==> src/rtl/pipe_ripple_adder.sv <==
// Pipelined ripple-carry adder: one SEG-bit carry segment per stage, valid/ready on both sides.
// Define PIPE_ADD_OVF_EN to add the registered signed-overflow output ovf.
module pipe_ripple_adder #(
    parameter int WIDTH = 16,
    parameter int SEG   = 4
) (
    input  logic             clk,
    input  logic             reset,
    input  logic             in_valid,
    output logic             in_ready,
    input  logic [WIDTH-1:0] a,
    input  logic [WIDTH-1:0] b,
    input  logic             cin,
    output logic             out_valid,
    input  logic             out_ready,
    output logic [WIDTH:0]   sum
`ifdef PIPE_ADD_OVF_EN
    ,
    output logic             ovf
`endif
);
    localparam int STAGES = WIDTH / SEG;
    localparam int LAST   = STAGES - 1;

    logic advance;

    logic [STAGES-1:0]            vld_q;
    logic [STAGES-1:0]            cry_q;
    logic [STAGES-1:0][WIDTH-1:0] res_q;
    logic [STAGES-1:0][WIDTH-1:0] opa_q;
    logic [STAGES-1:0][WIDTH-1:0] opb_q;

    // Inputs seen by stage s: entry 0 is the operand port, entry s>0 is register stage s-1.
    logic [STAGES-1:0]            lnk_v;
    logic [STAGES-1:0]            lnk_c;
    logic [STAGES-1:0][WIDTH-1:0] lnk_r;
    logic [STAGES-1:0][WIDTH-1:0] lnk_a;
    logic [STAGES-1:0][WIDTH-1:0] lnk_b;

    logic [STAGES-1:0]            cry_d;
    logic [STAGES-1:0][WIDTH-1:0] res_d;
    logic [SEG:0]                 seg_sum;

    assign advance   = !out_valid || out_ready;
    assign in_ready  = advance;
    assign out_valid = vld_q[LAST];
    assign sum       = {cry_q[LAST], res_q[LAST]};

    always_comb begin
        lnk_v    = '0;
        lnk_c    = '0;
        lnk_r    = '0;
        lnk_a    = '0;
        lnk_b    = '0;
        lnk_v[0] = in_valid;
        lnk_c[0] = cin;
        lnk_a[0] = a;
        lnk_b[0] = b;
        for (int s = 1; s < STAGES; s++) begin
            lnk_v[s] = vld_q[s-1];
            lnk_c[s] = cry_q[s-1];
            lnk_r[s] = res_q[s-1];
            lnk_a[s] = opa_q[s-1];
            lnk_b[s] = opb_q[s-1];
        end
    end

    // Each stage resolves its own slice and passes lower resolved bits through unchanged.
    always_comb begin
        seg_sum = '0;
        res_d   = '0;
        cry_d   = '0;
        for (int s = 0; s < STAGES; s++) begin
            seg_sum = {1'b0, lnk_a[s][s*SEG +: SEG]} + {1'b0, lnk_b[s][s*SEG +: SEG]}
                    + {{SEG{1'b0}}, lnk_c[s]};
            res_d[s]               = lnk_r[s];
            res_d[s][s*SEG +: SEG] = seg_sum[SEG-1:0];
            cry_d[s]               = seg_sum[SEG];
        end
    end

    always_ff @(posedge clk or posedge reset) begin
        if (reset) begin
            vld_q <= '0;
            cry_q <= '0;
            res_q <= '0;
            opa_q <= '0;
            opb_q <= '0;
        end else if (advance) begin
            vld_q <= lnk_v;
            cry_q <= cry_d;
            res_q <= res_d;
            opa_q <= lnk_a;
            opb_q <= lnk_b;
        end
    end

    // The final stage's operand copy has no consumer.
    logic unused_ops;
    assign unused_ops = ^{opa_q[LAST], opb_q[LAST]};

`ifdef PIPE_ADD_OVF_EN
    logic ovf_d;
    logic ovf_q;

    assign ovf_d = (lnk_a[LAST][WIDTH-1] == lnk_b[LAST][WIDTH-1])
                && (res_d[LAST][WIDTH-1] != lnk_a[LAST][WIDTH-1]);

    always_ff @(posedge clk or posedge reset) begin
        if (reset) begin
            ovf_q <= 1'b0;
        end else if (advance) begin
            ovf_q <= ovf_d;
        end
    end

    assign ovf = ovf_q;
`endif

endmodule

==> config.mk <==
export PLATFORM = sky130hd
export DESIGN_NAME = pipe_ripple_adder
export DESIGN_NICKNAME = d
export VERILOG_FILES = /design/src/rtl/pipe_ripple_adder.sv
export SDC_FILE = /design/constraint.sdc
export NUM_CORES = 1
export LEC_CHECK = 0
export BUFFER_PORTS_ARGS = -buffer_cell sky130_fd_sc_hd__buf_2
export CAP_MARGIN = 20
export CELL_PAD_IN_SITES_DETAIL_PLACEMENT = 1
export CELL_PAD_IN_SITES_GLOBAL_PLACEMENT = 1
export CORE_MARGIN = 4
export CORE_UTILIZATION = 39
export DETAILED_ROUTE_END_ITERATION = 7
export HOLD_SLACK_MARGIN = 0.15
export PLACE_DENSITY = 0.79
export SYNTH_ARGS = -nofsm -noshare
export SYNTH_HDL_FRONTEND = slang
export SYNTH_SLANG_ARGS = --single-unit
==> constraint.sdc <==
create_clock -name clk -period 2.5 [get_ports clk]
set_clock_uncertainty 0.05 [all_clocks]
set_input_delay 0.125 -clock clk [delete_from_list [all_inputs] [get_ports clk]]
set_output_delay 0.125 -clock clk [all_outputs]
set_load 0.02 [all_outputs]
==> out/results.tsv <==
stage	metric	value	unit
run_status	outcome	completed	
timing	max-slew violations	0	
grt	met1 usage	19.5	%
floorplanning	Die Span X	111	microns
cts	Skew-Pair Late Insertion Delay	0.37	ns
cts	CTS Hold Buffers Added	31	
setup_path	Critical-path top delay cell	fa_1	
power	clock share of power	18.0	%
routing	average wire per standard cell	12.9	microns
timing	min Tclk post-route	1.87	ns
logic_synthesis	number of synthesized flops with an enable pin	0	
logic_synthesis	syn avg cell area	9.26	sq um
power	Int Pwr	0.00357	W
routing	Iter 0 DRT Violations	105	
logic_synthesis	register bit total from synthesis	96	
grt	global-route wire length before repair	15500	microns
grt	Remaining Overflow, GRT	0	
routing	1st-pass router iterations	4	
cts	Inserted Clock Buffers	9	
final_layout	Finished Layout Cells	667	
setup_path	crit path kind	flip-flop to flip-flop	
routing	post-route ant nets	0	
timing	slew margin rel.	39.1	%
hold_path	hold path cells	4	
timing	part of the cycle the worst path needs	75.0	%
logic_synthesis	Post-Synthesis Cells	446	
cts	root buffer cell	clkbuf_8	
setup_path	Worst R2R Path Depth	5	
setup_path	crit path DAT	2.08	ns
power	NetSw	0.00223	W
grt	largest net degree at the start of global routing	97	
cts	TritonCTS clock tree	built	
grt	vias in the first global route	3208	
timing	final setup violation count	0	
timing	Final Hold Viols	0	
grt	initial antenna violation count	0	
power	Logic pwr share	37.0	%
grt	grt met3 use	3.98	%
power	worst IR drop on VDD	370	uV
setup_path	Critical Path Start Type	flip-flop	
logic_synthesis	ys flop type	dfrtp_1	
logic_synthesis	Synth top cells by count	239 x nand2_1, 96 x dfrtp_1, 14 x buf_2	
cts	clk sinks	96	
logic_synthesis	Async SR Flop Fraction	100	%
routing	drt via density	4.57	
floorplanning	Die H	111	microns
routing	final wirelength	8640	microns
floorplanning	Top Ports	56	
power	Tot Pwr	0.00580	W
grt	GR Util met2	24.6	%
floorplanning	Initial Util	40.0	%
floorplanning	FP Rows	37	
grt	GRT Overall Usage	15.3	%
logic_synthesis	Mapped Nets	503	
power	leakage power	2.67	nW
setup_path	worst path cell trace	fa_1 -> fa_1 -> a21o_1 -> a21oi_1 -> a21oi_1	
hold_path	Worst Hold Class	input pin to flip-flop	
timing	worst hold slack	0.184	ns
logic_synthesis	Area contributors post-synth	dfrtp_1 58%, nand2_1 22%, fa_1 3.9%	
final_layout	share of layout cells above drive strength 1	15.4	%
final_layout	antenna fix cells	0	
setup_path	Crit path depth	5	
final_layout	Final Net Count	583	
floorplanning	die area	12300	sq um
final_layout	area grow syn2layout	21.4	%
routing	Vias	3050	
setup_path	crit-path max FO	2	
floorplanning	core area	10300	sq um
place	Inst Count DP	620	
logic_synthesis	synthesized area	4130	sq um
timing	unrepaired setup endpoints after global routing	no	
grt	Top Usage Layer GRT	met2	
job	Max Cap Viol	0	
cts	CTS H-tree lvls	3	
power	pwr dens	1160	nW/um^2
power	Sw Ratio	38.5	%
setup_path	CP max stage delay	0.48	ns
setup_path	Critical path buffers and inverters	0	
setup_path	CP Capture Type	flip-flop	
timing	Max Fclk	0.533	GHz
timing	Worst Tran Pin Value	0.914	ns
setup_path	delay-heaviest family, CP	adder cells	
cts	clock slew at reported path FFs	0.09	ns
place	gpl congestion	0.758	
timing	Sum Neg Setup Slack	0	ns
setup_path	Data required, critical path	2.71	ns
logic_synthesis	Seq/Total Area, Yosys	58.2	%
cts	CTS resizes	0	
place	Final HPWL DP	5500	microns
place	IO Port Bufs	55	
cts	Setup Buffers After CTS	0	
power	Flop pwr share	45.1	%
logic_synthesis	leading area contributor after synthesis	dfrtp_1	
cts	maximum buffer depth of the clock tree	2	
routing	DRC Markers	0	
logic_synthesis	Synth top area share	58.2	%
logic_synthesis	yosys warns	0	
logic_synthesis	post-synth cell types	20	
logic_synthesis	count leader, synth	nand2_1	
-- final timing paths --
check | from | slack, ns | end
worst max-delay path | cry_q[2] | 0.63 | cry_q[3]
worst min-delay path | a[1] | 0.18 | lnk_r[17]
worst max register to register | cry_q[2] | 0.63 | cry_q[3]
worst min register to register | sum[4] | 0.42 | sum[4]
max in group asynchronous | reset | 1.60 | lnk_r[59]
min in group asynchronous | reset | 0.36 | sum[5]
-- final cells by class --
cell class	count	area, sq um
Clock buffer	10	138
Clock inverter	6	67.6
Timing Repair Buffer	91	648
Inverter	13	53.8
Sequential cell	96	2400
Tap cell	136	170
Fill cell	1215	5310
Multi-Input combinational cell	315	1530
-- metal layers --
layer | vias up | part of all wire, % | routed length [microns]
met5 | - | 0 | 0
met4 | 0 | 2.8 | 240
met3 | 20 | 3.4 | 293
met2 | 47 | 48 | 4180
met1 | 1457 | 45 | 3920
li1 | 1526 | - | -
-- tightest hold or removal path, cell delays in order --
cell and delay, ns:
buf_2 0.11, inv_1 0.07, fa_1 0.20, a21oi_2 0.06
-- state kept, by name (all words and copies together), names as in the netlist --
register / flops
lnk_b: 24
vld_q: 4
cry_q: 4
lnk_a: 24
lnk_r: 24
sum: 16
-- power groups by stage --
| stage | sequential, W | combinational [W] | clock [W] |
|---|---|---|---|
| final | 0.00261 | 0.00214 | 0.00104 |
| after global routing | 0.00271 | 0.00249 | 0.00116 |
| after CTS | 0.00263 | 0.00218 | 0.00108 |
| after detailed placement | 0.00266 | 0.00212 | 0 |
| after global placement | 0.00261 | 0.00200 | 0 |
| after floorplan | 0.00272 | 0.00145 | 0 |
-- per-stage QoR --
stage               setup WS [ns]  area [sq um]  util [%]
floorplan                   0.727          4130         -
global placement            0.682          4500      43.6
detailed placement          0.631          4500      43.6
CTS                         0.625          5010      48.6
global route                0.568          5010      48.6
finish                      0.625          5010      48.6
-- layout by cell type (no fill, tap or decap), drive strengths merged --
cell	instances
a21o	5
a21oi	13
buf	60
bufinv	1
clkbuf	10
clkinv	3
clkinvlp	3
dfrtp	96
dlygate4sd3	31
fa	8
ha	12
inv	12
nand2	239
nand2b	1
nor2	11
nor2b	4
o21ai	16
xnor2	1
xor2	5
-- logic make-up (layout without fill, tap and decap cells) --
family                     count (synthesis)  count (layout)  share of synthesized area, %
buffers and inverters                     35             120                          4.70
DFF                                       96              96                          58.2
adders and majority gates                 20              20                          7.51
AOI/OAI and AO/OA                         34              34                          4.70
xor gates and xnor gates                   6               6                          1.27
and+or+nand+nor                          255             255                          23.7
No activity file was read; power rests on OpenSTA's default activity.
